## config.mk

```make
export PLATFORM = sky130hd
export DESIGN_NAME = multdiv_ctrl
export DESIGN_NICKNAME = d
export VERILOG_FILES = /design/src/rtl/multdiv_ctrl_pkg.sv /design/src/rtl/is_not_zero.sv /design/src/rtl/multdiv_step.sv /design/src/rtl/multdiv_ctrl.sv
export SDC_FILE = /design/constraint.sdc
export NUM_CORES = 1
export LEC_CHECK = 0
export BUFFER_PORTS_ARGS = -buffer_cell sky130_fd_sc_hd__clkbuf_2
export CAP_MARGIN = 15
export CORE_ASPECT_RATIO = 2
export CORE_MARGIN = 4
export CORE_UTILIZATION = 35
export DETAILED_ROUTE_END_ITERATION = 10
export GPL_ROUTABILITY_DRIVEN = 0
export PLACE_DENSITY = 0.55
export SLEW_MARGIN = 20
export SYNTH_ARGS = -nofsm -noshare
export SYNTH_HDL_FRONTEND = slang
export SYNTH_SLANG_ARGS = --single-unit
```

## constraint.sdc

```tcl
create_clock -name clock -period 4.35 [get_ports clock]
set_input_delay 0.6525 -clock clock [delete_from_list [all_inputs] [get_ports clock]]
set_output_delay 0.6525 -clock clock [all_outputs]
set_load 0.02 [all_outputs]
```

## src/rtl/multdiv_ctrl_pkg.sv

```systemverilog
// Shared definitions for the iterative multiply/divide unit: state encoding,
// default sizes and the most-negative 32-bit value.
package multdiv_ctrl_pkg;
    localparam int WIDTH_DEF = 32;
    localparam int ITERS_DEF = WIDTH_DEF;
    localparam logic [31:0] INT_MIN = 32'h8000_0000;

    typedef enum logic [1:0] {
        IDLE = 2'd0,
        MUL  = 2'd1,
        DIV  = 2'd2,
        DONE = 2'd3
    } state_t;
endpackage

```

## src/rtl/is_not_zero.sv

```systemverilog
// OR-tree zero detector: nz is high when any bit of value is set.
module is_not_zero #(
    parameter int WIDTH = 32
) (
    input  logic [WIDTH-1:0] value,
    output logic             nz
);
    assign nz = |value;
endmodule

```

## src/rtl/multdiv_step.sv

```systemverilog
// One iteration of the shared datapath: a single add/subtract feeding either
// a shift-add multiply step or a restoring-division step.
module multdiv_step #(
    parameter int WIDTH = 32
) (
    input  logic             is_div,
    input  logic [WIDTH-1:0] hi,
    input  logic [WIDTH-1:0] lo,
    input  logic [WIDTH-1:0] opnd,
    output logic [WIDTH-1:0] hi_next,
    output logic [WIDTH-1:0] lo_next
);
    logic [WIDTH:0] lhs;
    logic [WIDTH:0] rhs;
    logic [WIDTH:0] sum;

    // Operand select and the shared adder (subtract = add inverted plus one).
    always_comb begin
        if (is_div) begin
            lhs = {hi, lo[WIDTH-1]};
            rhs = {1'b0, opnd};
        end else begin
            lhs = {1'b0, hi};
            rhs = lo[0] ? {1'b0, opnd} : {(WIDTH+1){1'b0}};
        end
        sum = lhs + (is_div ? ~rhs : rhs) + {{WIDTH{1'b0}}, is_div};
    end

    // A borrow out of the subtraction means the trial remainder was too small.
    always_comb begin
        if (is_div) begin
            hi_next = sum[WIDTH] ? lhs[WIDTH-1:0] : sum[WIDTH-1:0];
            lo_next = {lo[WIDTH-2:0], ~sum[WIDTH]};
        end else begin
            hi_next = sum[WIDTH:1];
            lo_next = {sum[0], lo[WIDTH-1:1]};
        end
    end
endmodule

```

## src/rtl/multdiv_ctrl.sv

```systemverilog
// Iterative signed multiply/divide unit with its sequencing FSM; the pipeline
// stalls until the one-cycle data_resultRDY pulse.
module multdiv_ctrl
    import multdiv_ctrl_pkg::*;
#(
    parameter int WIDTH = WIDTH_DEF,
    parameter int ITERS = WIDTH
) (
    input  logic             clock,
    input  logic             reset,
    input  logic             ctrl_MULT,
    input  logic             ctrl_DIV,
    input  logic [WIDTH-1:0] data_operandA,
    input  logic [WIDTH-1:0] data_operandB,
    output logic [WIDTH-1:0] data_result,
    output logic             data_exception,
    output logic             data_resultRDY
);
    localparam int CW = $clog2(ITERS);
    localparam logic [CW-1:0] LAST = CW'(ITERS - 1);

    state_t             state;
    logic [CW-1:0]      counter;
    logic [WIDTH-1:0]   hi;
    logic [WIDTH-1:0]   lo;
    logic [WIDTH-1:0]   opnd;
    logic               sign;
    logic               op_div;
    logic               div_zero;

    logic [WIDTH-1:0]   mag_a;
    logic [WIDTH-1:0]   mag_b;
    logic               b_nz;
    logic [WIDTH-1:0]   hi_next;
    logic [WIDTH-1:0]   lo_next;
    logic [2*WIDTH-1:0] sprod;
    logic [WIDTH-1:0]   squot;
    logic [WIDTH-1:0]   fin_result;
    logic               fin_exc;

    // Magnitudes; the most-negative value maps onto its unsigned magnitude.
    assign mag_a = data_operandA[WIDTH-1] ? -data_operandA : data_operandA;
    assign mag_b = data_operandB[WIDTH-1] ? -data_operandB : data_operandB;

    is_not_zero #(.WIDTH(WIDTH)) u_b_nz (
        .value (data_operandB),
        .nz    (b_nz)
    );

    multdiv_step #(.WIDTH(WIDTH)) u_step (
        .is_div  (state == DIV),
        .hi      (hi),
        .lo      (lo),
        .opnd    (opnd),
        .hi_next (hi_next),
        .lo_next (lo_next)
    );

    // Final sign fix-up and exception decode presented to the DONE state.
    always_comb begin
        sprod      = {hi, lo};
        squot      = lo;
        fin_result = {WIDTH{1'b0}};
        fin_exc    = 1'b0;
        if (sign) begin
            sprod = -{hi, lo};
            squot = -lo;
        end else begin
            sprod = {hi, lo};
            squot = lo;
        end
        if (div_zero) begin
            fin_result = {WIDTH{1'b0}};
            fin_exc    = 1'b1;
        end else if (op_div) begin
            // Only INT_MIN / -1 yields a positive quotient with the top bit set.
            fin_result = squot;
            fin_exc    = ~sign & lo[WIDTH-1];
        end else begin
            fin_result = sprod[WIDTH-1:0];
            fin_exc    = ~((&sprod[2*WIDTH-1:WIDTH-1]) | ~(|sprod[2*WIDTH-1:WIDTH-1]));
        end
    end

    // Sequencer: start/abort handling, iteration, and registered outputs.
    always_ff @(posedge clock or posedge reset) begin
        if (reset) begin
            state          <= IDLE;
            counter        <= {CW{1'b0}};
            hi             <= {WIDTH{1'b0}};
            lo             <= {WIDTH{1'b0}};
            opnd           <= {WIDTH{1'b0}};
            sign           <= 1'b0;
            op_div         <= 1'b0;
            div_zero       <= 1'b0;
            data_result    <= {WIDTH{1'b0}};
            data_exception <= 1'b0;
            data_resultRDY <= 1'b0;
        end else begin
            data_resultRDY <= 1'b0;
            if (state == DONE) begin
                data_resultRDY <= 1'b1;
                data_result    <= fin_result;
                data_exception <= fin_exc;
            end
            if (ctrl_MULT || ctrl_DIV) begin
                // A start in DONE keeps the exception of the result being reported.
                if (state != DONE) begin
                    data_exception <= 1'b0;
                end
                sign     <= data_operandA[WIDTH-1] ^ data_operandB[WIDTH-1];
                counter  <= {CW{1'b0}};
                hi       <= {WIDTH{1'b0}};
                div_zero <= 1'b0;
                if (ctrl_MULT) begin
                    state  <= MUL;
                    lo     <= mag_b;
                    opnd   <= mag_a;
                    op_div <= 1'b0;
                end else if (b_nz) begin
                    state  <= DIV;
                    lo     <= mag_a;
                    opnd   <= mag_b;
                    op_div <= 1'b1;
                end else begin
                    state    <= DONE;
                    op_div   <= 1'b1;
                    div_zero <= 1'b1;
                end
            end else begin
                case (state)
                    MUL, DIV: begin
                        hi      <= hi_next;
                        lo      <= lo_next;
                        counter <= counter + {{(CW-1){1'b0}}, 1'b1};
                        state   <= (counter == LAST) ? DONE : state;
                    end
                    DONE:    state <= IDLE;
                    default: state <= IDLE;
                endcase
            end
        end
    end
endmodule

```

==> impl_metrics.csv, run 1 <==
group,metric,value,unit
timing,fmax,238,MHz
worst_setup_path,end_kind,"flop",
clock_network,cts_buffers,17,
logic_synthesis,synthArstFlopShare,1.00,
logic_synthesis,syn-mean-instance-area,7.86,um^2
timing,fin_crit_sh,0.965,
floorplanning,die_w,144,um
worst_setup_path,crit_path_start_kind,"flop",
timing,whs,230,ps
logic_synthesis,yosysSeqAreaShare,0.272,
routing,wl,55100,um
routing,vias,13500,
logic_synthesis,ys_types,76,
place,placed_cell_area,0.0144,mm^2
worst_setup_path,critPathKind,"flop to flop",
logic_synthesis,yosysMostFrequentCell,"o21ai_0",
logic_synthesis,yosys-top-cells-area,"dfrtp_1, xor2_1, o21ai_0",
layout,area_delta_synth_final,17.0,%
floorplanning,dieArea,0.0402,mm^2
logic_synthesis,netlist_instances,1642,
layout,drive_gt1_frac,0.183,
clock_network,cts_tree,"yes",
layout,nets,1841,
grt,grtUsageTotal,0.270,
floorplanning,initial_core_util,0.354,
floorplanning,io_pins,102,
logic_synthesis,synth-edff-count,0,
power,power_density,357,mW/mm^2
floorplanning,core.rowCount,99,
timing,hold_viol,0,
floorplanning,coreArea,0.0364,mm^2
logic_synthesis,synth_top_area_frac,0.272,
routing,drc,0,
logic_synthesis,yosysTopAreaCell,"dfrtp_1",
clock_network,clock_path_buffers,2,
worst_setup_path,cpMaxStageDelayCell,"dfrtp_1",
grt,grt_pass1_vias,13700,
floorplanning,die-height,280,um
logic_synthesis,ys_warn_count,0,
grt,grt_overflow,0,
timing,setup_viol_count_final,0,
clock_network,clk_latency,450,ps
layout,antenna_cells,0,
clock_network,clockRootBuffer,"clkbuf_16",
routing,first_iter_violations,1018,
flow_run,max-cap-violations,0,
worst_setup_path,crit_fanout,31,
routing,drtPass1Iterations,5,
layout,final_core_util,0.415,
clock_network,htree_levels,4,
logic_synthesis,syn_area,0.0129,mm^2
layout,ff_latch_area,0.00350,mm^2
clock_network,cts.reportedPaths.clkPinSlew,70,ps
worst_setup_path,worstPathArrival,4520,ps
timing,period_needed,4200,ps
worst_hold_path,holdCritPathClass,"input port to async pin",
place,numPortBuffers,101,
layout,final_cell_count_no_fill,2201,
grt,grt_pass1_wl,81500,um
logic_synthesis,synthTopCellsByCount,"o21ai_0, dfrtp_1, nand2_1, clkbuf_1, nor2_1",
worst_setup_path,crit_chain,"inv_1 -> ha_4 -> buf_16 -> nor2_2 -> buf_12 -> nand2_1 -> o21ai_0 -> ha_1 -> a21oi_1 -> a21boi_0 -> a311oi_1 -> o21ai_1 -> a221oi_2 -> buf_4 -> mux2i_1 -> a32oi_2 -> o21ai_0 -> a21oi_1",
power,vdd_ir_drop_max,290,uV
outcome,status,"completed",
worst_setup_path,cp.required,4670,ps
layout,multi_input_area,0.00876,mm^2
power,power.leakage,6.38,nW
timing,slew_violations,0,
place,dp.cells,2164,
timing,relSlewSlack,0.435,
layout,stdcell_area,0.0151,mm^2
clock_network,clock-sinks,140,
routing,drtAntennaViolNets,0,
logic_synthesis,syn-num-nets,1749,
worst_setup_path,critPathMaxStageDelay,400,ps
timing,skew,13.6,ps
routing,post_drt_wl_per_cell,25.0,um
layout,final.fill_count,3804,
grt,grt_max_degree,79,
logic_synthesis,synth_flop_cell,"dfrtp_1",
routing,via_per_inst,6.13,
logic_synthesis,synth-seq-cells,140,
timing,tightest_slew,838,ps
grt,antenna_found_initial,1,
place,hpwl,42800,um
==> worst max-delay path: cells and delay by family, from the launching register on <==
| family | cells | cell delay (ps) |
|---|---|---|
| buffers and inverters | 4 | 660 |
| AO/OA/AOI/OAI | 9 | 1830 |
| adder cells (fa/ha/maj) | 2 | 630 |
| AND/OR/NAND/NOR | 2 | 140 |
| flip-flops | 1 | 400 |
| multiplexers | 1 | 380 |
==> report_power, final <==
part / switching (mW) / total, mW / internal, mW / leakage, nW
sequential: 0.248 / 1.75 / 1.50 / 1.75
clock: 0.632 / 1.56 / 0.926 / 0.297
combinational: 1.32 / 2.09 / 0.765 / 4.34
==> cells by family after synthesis <==
family | Yosys count | share of synthesized area
compound gates | 543 | 0.275
xor+xnor | 143 | 0.0971
fa+ha+maj | 39 | 0.0384
buf+inv | 195 | 0.0581
flops | 140 | 0.272
mux | 76 | 0.0620
simple gates | 506 | 0.198
==> cell usage in the layout (no fill, tap or decap), drive strengths merged, types with 30 or more instances in the layout <==
cell | netlist | routed
xnor2 | 45 | 45
xor2 | 98 | 98
buf | 14 | 108
mux2i | 45 | 45
inv | 58 | 61
o31ai | 34 | 34
mux2 | 31 | 31
o22ai | 34 | 34
nor3 | 30 | 30
clkbuf | 122 | 122
nand3 | 48 | 48
a21oi | 110 | 110
dfrtp | 140 | 140
nor2 | 112 | 112
ha | 38 | 38
a211oi | 88 | 88
nand2 | 135 | 135
o21ai | 150 | 150
==> per-layer routing <==
layer,up-vias,part of all wire,global-route usage
met5,-,0,0
met4,0,0.10,0.218
met3,208,0.036,0.0302
met2,512,0.54,0.508
met1,6528,0.32,0.253
li1,6244,-,-
==> path summary, 6_finish.rpt <==
kind                                            start                          end  slack [ps]  cells past startpoint
min                                             reset  data_result[20]$_DFFE_PP0P_         230                      2
max in group asynchronous                       reset       counter[2]$_DFFE_PP0P_        3060                      4
max                              state[0]$_DFFE_PP0P_           hi[23]$_DFFE_PP0P_         150                     18
min reg2reg                data_result[9]$_DFFE_PP0P_   data_result[9]$_DFFE_PP0P_         530                      2
max reg2reg                      state[0]$_DFFE_PP0P_           hi[23]$_DFFE_PP0P_         150                     18
min in group clock         data_result[9]$_DFFE_PP0P_   data_result[9]$_DFFE_PP0P_         530                      2
==> flip-flops by register name, summed over array words and instances, names as in the netlist <==
name,cells
data_exception,1
data_result,32
data_resultRDY,1
state,2
hi,32
counter,5
op_div,1
lo,32
opnd,32
div_zero,1
sign,1
==> what timing repair did <==
| action | CTS | global route |
|---|---|---|
| hold buffers | 0 | 0 |
| buffers inserted | 0 | 4 |
| setup endpoints to repair | 0 | 32 |
| endpoints found under the hold margin | 0 | 0 |
| gates resized for setup | 0 | 19 |
==> cell type report <==
type,count,share of cell area
multi-input combinational,1307,0.580
sequential,140,0.232
clock buffer,21,0.0298
clock inverter,11,0.0104
timing repair buffer,209,0.0948
inverter,59,0.0152
tap,454,0.0376
==> through the flow <==
stage | setup WS, ps | power (mW) | setup TNS, ps
5_1_grt | -9.25 | 5.64 | -9.25
6_report | 151 | 5.39 | 0
2_1_floorplan | 23.3 | 2.96 | 0
3_3_place_gp | 25.0 | 3.78 | 0
4_1_cts | 46.1 | 5.37 | 0
3_5_place_dp | 63.9 | 3.80 | 0
Power figures use the tool's default switching activity.
==> inputs of run 2 (changes only) <==
--- a/config.mk
+++ b/config.mk
@@ -10,6 +10,7 @@
 export CORE_ASPECT_RATIO = 2
 export CORE_MARGIN = 4
 export CORE_UTILIZATION = 35
+export CTS_BUF_LIST = sky130_fd_sc_hd__clkbuf_8 sky130_fd_sc_hd__clkbuf_16
 export DETAILED_ROUTE_END_ITERATION = 10
 export GPL_ROUTABILITY_DRIVEN = 0
 export PLACE_DENSITY = 0.55
==> run 2 against run 1 <==
Against the previous run:
- final cell count unchanged
- largest power group unchanged
- clock power about the same
- global-route usage unchanged
- critical path depth unchanged
- routed wire length about the same
- worst hold slack worse by 3.0 ps
- design area unchanged
- critical path type unchanged
- highest routed layer unchanged
- sequential power about the same
==> impl_metrics.csv, run 2 (synthesis results as in run 1) <==
group,metric,value,unit
outcome,status,"completed",
layout,area_delta_synth_final,17.0,%
power,combPwrFrac,0.387,
grt,grt_overflow,0,
place,hpwl,42800,um
worst_setup_path,crit_fanout,31,
timing,hold_viol,0,
layout,final.fill_count,3804,
flow_run,max-cap-violations,0,
layout,final_core_util,0.415,
layout,nets,1841,
worst_hold_path,holdCritPathClass,"input port to async pin",
routing,vias,13600,
grt,antenna_found_initial,1,
power,p_int,3.18,mW
timing,layout_setup_ws,152,ps
routing,drc,0,
layout,antenna_cells,0,
power,clockPowerShare,0.289,
routing,post_drt_wl_per_cell,25.0,um
timing,slew_violations,0,
worst_setup_path,critPathMaxStageDelay,400,ps
power,power_frac_seq,0.324,
timing,period_needed,4200,ps
timing,fmax,238,MHz
timing,skew,14.6,ps
routing,drtPass1Iterations,7,
clock_network,cts_buffers,17,
clock_network,clk_latency,450,ps
timing,fin_crit_sh,0.965,
clock_network,clock-sinks,140,
grt,grtUsageTotal,0.270,
floorplanning,die-height,280,um
clock_network,clockRootBuffer,"clkbuf_16",
power,netSwitchingPower,2.21,mW
place,pre_cts_slack,63.9,ps
timing,tightest_slew,838,ps
routing,drtAntennaViolNets,0,
power,swShare,0.409,
floorplanning,initial_core_util,0.354,
floorplanning,coreArea,0.0364,mm^2
clock_network,cts_tree,"yes",
routing,first_iter_violations,1009,
worst_setup_path,worstPathArrival,4520,ps
worst_setup_path,crit_chain,"inv_1 -> ha_4 -> buf_16 -> nor2_2 -> buf_12 -> nand2_1 -> o21ai_0 -> ha_1 -> a21oi_1 -> a21boi_0 -> a311oi_1 -> o21ai_1 -> a221oi_2 -> buf_4 -> mux2i_1 -> a32oi_2 -> o21ai_0 -> a21oi_1",
floorplanning,die_w,144,um
worst_setup_path,end_kind,"flop",
floorplanning,io_pins,102,
routing,wl,55100,um
layout,layout_common_cells,"o21ai_0, dfrtp_1, nand2_1",
timing,setup-tns-final,0,ps
worst_setup_path,cpMaxStageDelayCell,"dfrtp_1",
clock_network,htree_levels,4,
worst_setup_path,crit_path_start_kind,"flop",
worst_setup_path,cp.required,4670,ps
worst_setup_path,critPathKind,"flop to flop",
power,power.leakage,6.39,nW
power,power_density,357,mW/mm^2
floorplanning,dieArea,0.0402,mm^2
timing,setup_viol_count_final,0,
clock_network,clock_path_buffers,2,
place,numPortBuffers,101,
layout,drive_gt1_frac,0.183,
floorplanning,core.rowCount,99,
grt,grt_pass1_vias,13700,
clock_network,cts.reportedPaths.clkPinSlew,70,ps
clock_network,cts_hold_buf,0,
grt,grt_pass1_wl,81500,um
grt,grt_max_degree,79,
routing,via_per_inst,6.16,
power,vdd_ir_drop_max,293,uV
timing,relSlewSlack,0.435,
layout,final_common_cell,"o21ai_0",
-- run 2: changes by cell type in the layout (fill, tap and decap cells not counted), sizes merged --
cell    before  now
clkbuf     122  119
inv         61   64
-- run 2: final cells by class --
class	instances	area, um^2	share of cell area
clock buffers	18	439	0.0291
clock inverters	14	168	0.0111
inverters	59	229	0.0152
multi-input cells	1307	8760	0.580
flip-flops and latches	140	3500	0.232
well taps	454	568	0.0376
repair buffers	209	1430	0.0948
-- run 2: per-layer routing --
layer	track usage	vias up	routed length, um
li1	-	6245	-
met1	0.253	6546	17800
met2	0.508	539	29600
met3	0.0302	223	2050
met4	0.218	0	5620
met5	0	-	0
-- run 2: power by group through the flow --
stage | combinational [mW] | sequential (mW) | clock (mW)
6_report | 2.09 | 1.75 | 1.56
5_1_grt | 2.25 | 1.77 | 1.62
4_1_cts | 2.05 | 1.74 | 1.57
3_5_place_dp | 2.04 | 1.77 | 0
3_3_place_gp | 2.02 | 1.76 | 0
2_1_floorplan | 1.19 | 1.76 | 0
-- run 2: metrics by stage --
| step | hold slack [ps] | instance area [um^2] | std cells | power (mW) |
|---|---|---|---|---|
| 6_report | 227 | 15100 | 2201 | 5.39 |
| 5_1_grt | 261 | 15100 | 2201 | 5.64 |
| 4_1_cts | 230 | 15000 | 2196 | 5.36 |
| 3_5_place_dp | 521 | 14400 | 2164 | 3.80 |
| 3_3_place_gp | 513 | 14300 | 2163 | 3.78 |
| 2_1_floorplan | 471 | 12900 | 1642 | 2.96 |
-- run 2: worst paths after layout --
path | endpoint | slack (ps) | from | depth (start not counted)
min reg2reg | data_result[9]$_DFFE_PP0P_ | 530 | data_result[9]$_DFFE_PP0P_ | 2
min | data_result[20]$_DFFE_PP0P_ | 230 | reset | 2
min in group clock | data_result[9]$_DFFE_PP0P_ | 530 | data_result[9]$_DFFE_PP0P_ | 2
max in group asynchronous | counter[2]$_DFFE_PP0P_ | 3060 | reset | 4
max | hi[23]$_DFFE_PP0P_ | 150 | state[0]$_DFFE_PP0P_ | 18
max reg2reg | hi[23]$_DFFE_PP0P_ | 150 | state[0]$_DFFE_PP0P_ | 18
-- run 2: worst max-delay path: cells and delay by family (launching register included) --
| family | cells | cell delay, ps |
|---|---|---|
| and+or+nand+nor | 2 | 140 |
| DFF | 1 | 400 |
| AOI/OAI and AO/OA | 9 | 1830 |
| muxes | 1 | 380 |
| buffers and inverters | 4 | 660 |
| adders and majority gates | 2 | 630 |
-- run 2: timing repair --
action,CTS,global route
setup endpoints to repair,0,32
resized for setup,0,19
buffers inserted,0,4
==> inputs of run 3 (changes only) <==
--- a/config.mk
+++ b/config.mk
@@ -13,7 +13,7 @@
 export CTS_BUF_LIST = sky130_fd_sc_hd__clkbuf_8 sky130_fd_sc_hd__clkbuf_16
 export DETAILED_ROUTE_END_ITERATION = 10
 export GPL_ROUTABILITY_DRIVEN = 0
-export PLACE_DENSITY = 0.55
+export PLACE_DENSITY = 0.53
 export SLEW_MARGIN = 20
 export SYNTH_ARGS = -nofsm -noshare
 export SYNTH_HDL_FRONTEND = slang
==> constraint.sdc (replaced) <==
create_clock -name clock -period 4.9 [get_ports clock]
set_input_delay 0.735 -clock clock [delete_from_list [all_inputs] [get_ports clock]]
set_output_delay 0.735 -clock clock [all_outputs]
set_load 0.02 [all_outputs]
==> run 3 against run 2 <==
Against the previous run:
- final cell count shrank 1.9%
- largest power group unchanged
- highest routed layer unchanged
- via count down 2.3%
- clock skew decreased by 1.4 ps
- register-to-register slack improved by 190 ps
- setup slack better by 190 ps
- sequential cell count did not move
- critical path type unchanged
- routed wire length is 2.2% lower
==> impl_metrics.csv, run 3 (synthesis results as in run 1) <==
group,metric,value,unit
outcome,status,"completed",
clock_network,clk_latency,460,ps
worst_setup_path,worstReg2RegStart,"state[0]$_DFFE_PP0P_",
layout,final_core_util,0.402,
worst_setup_path,reg2regPathDepth,15,
timing,relSlewSlack,0.395,
routing,wl,53900,um
worst_setup_path,crit_fanout,15,
timing,rsz0062_at_grt,"false",
worst_setup_path,critPathKind,"flop to flop",
floorplanning,core.rowCount,99,
power,power_density,320,mW/mm^2
timing,fmax,219,MHz
timing,fin_crit_sh,0.930,
worst_setup_path,rrSetupSlack,340,ps
clock_network,clockRootBuffer,"clkbuf_16",
place,pre_cts_slack,395,ps
grt,grt_overflow,0,
timing,setup-tns-final,0,ps
grt,grt_pass1_wl,80800,um
layout,layout_common_cells,"o21ai_0, dfrtp_1, nand2_1",
timing,skew,13.2,ps
clock_network,clock-sinks,140,
floorplanning,io_pins,102,
place,placed_cell_area,0.0140,mm^2
layout,drive_gt1_frac,0.157,
worst_setup_path,end_kind,"flop",
clock_network,clock_path_buffers,2,
worst_setup_path,crit_path_start,"state[0]$_DFFE_PP0P_",
clock_network,cts_setup_buffers,0,
worst_setup_path,cp.required,5220,ps
power,p_total,4.68,mW
worst_hold_path,holdCritPathClass,"input port to async pin",
power,vdd_ir_drop_max,254,uV
clock_network,cts.reportedPaths.clkPinSlew,70,ps
timing,slew_violations,0,
floorplanning,coreArea,0.0364,mm^2
power,power.leakage,6.13,nW
grt,antenna_found_initial,1,
clock_network,cts_buffers,17,
timing,period_needed,4560,ps
grt,grtUsageTotal,0.268,
layout,nets,1799,
clock_network,htree_levels,4,
floorplanning,die-height,280,um
layout,area_delta_synth_final,13.4,%
place,hpwl,42000,um
floorplanning,dieArea,0.0402,mm^2
clock_network,post_cts_resized,0,
worst_setup_path,worstPathArrival,4880,ps
clock_network,cts_hold_buf,0,
floorplanning,initial_core_util,0.354,
flow_run,max-cap-violations,0,
timing,layout_setup_ws,342,ps
timing,tightest_slew,902,ps
floorplanning,die_w,144,um
worst_setup_path,r2r_end,"hi[24]$_DFFE_PP0P_",
grt,grt_pass1_vias,13300,
worst_setup_path,crit_path_end,"hi[24]$_DFFE_PP0P_",
routing,drtPass1Iterations,5,
grt,grt_max_degree,89,
routing,drc,0,
routing,first_iter_violations,1020,
clock_network,cts_tree,"yes",
worst_setup_path,crit_path_start_kind,"flop",
layout,final_common_cell,"o21ai_0",
routing,post_drt_wl_per_cell,24.9,um
timing,hold_viol,0,
layout,stdcell_area,0.0146,mm^2
timing,setup_viol_count_final,0,
routing,vias,13200,
place,numPortBuffers,101,
routing,via_per_inst,6.13,
routing,drtAntennaViolNets,0,
[run 3: power by group]
group	internal (mW)	switching [mW]	total, mW
Sequential	1.33	0.221	1.55
Combinational	0.626	1.14	1.77
Clock	0.750	0.611	1.36
Total	2.71	1.98	4.68
[run 3: worst max-delay path, stage by stage (launching register included)]
cell and delay [ps]:
dfrtp_1 400, inv_1 100, ha_4 280, clkinvlp_4 250, o21ai_0 260, ha_1 340, a2111oi_0 490, o21ai_0 280
nor2_1 250, o21ai_0 280, a221oi_1 380, buf_4 210, o21bai_1 90, xnor2_1 470, o221a_2 280, o21ai_0 60
[run 3: worst min-delay path by stage]
stage,start,to,slack (ps),cells after the start
after floorplan,div_zero$_DFFE_PP0N_,data_result[0]$_DFFE_PP0P_,470,1
after global placement,counter[4]$_DFFE_PP0P_,counter[4]$_DFFE_PP0P_,520,2
after detailed placement,data_result[21]$_DFFE_PP0P_,data_result[21]$_DFFE_PP0P_,520,2
after CTS,reset,data_result[11]$_DFFE_PP0P_,410,2
after global routing,reset,data_result[11]$_DFFE_PP0P_,420,2
final,reset,data_result[11]$_DFFE_PP0P_,370,2
[run 3: metal layers]
layer	share of wire	GRT usage	wire [um]	up-vias
li1	-	-	-	6192
met1	0.33	0.252	17500	6323
met2	0.52	0.487	28200	498
met3	0.035	0.0347	1880	225
met4	0.12	0.245	6220	0
met5	0	0	0	-
[run 3: area by class of cell]
cell class / instances / area (um^2)
fill: 3809 / 21800
multi-input combinational: 1307 / 8680
sequential: 140 / 3500
timing repair buffer: 167 / 1040
tap: 454 / 568
clock buffer: 19 / 453
inverter: 59 / 230
clock inverter: 13 / 143
antenna: 1 / 2.50
[run 3: metrics by stage]
stage / instances / hold slack, ps
after floorplan: 1642 / 471
after global placement: 2127 / 518
after detailed placement: 2127 / 523
after CTS: 2159 / 412
after global routing: 2160 / 423
final: 2160 / 368
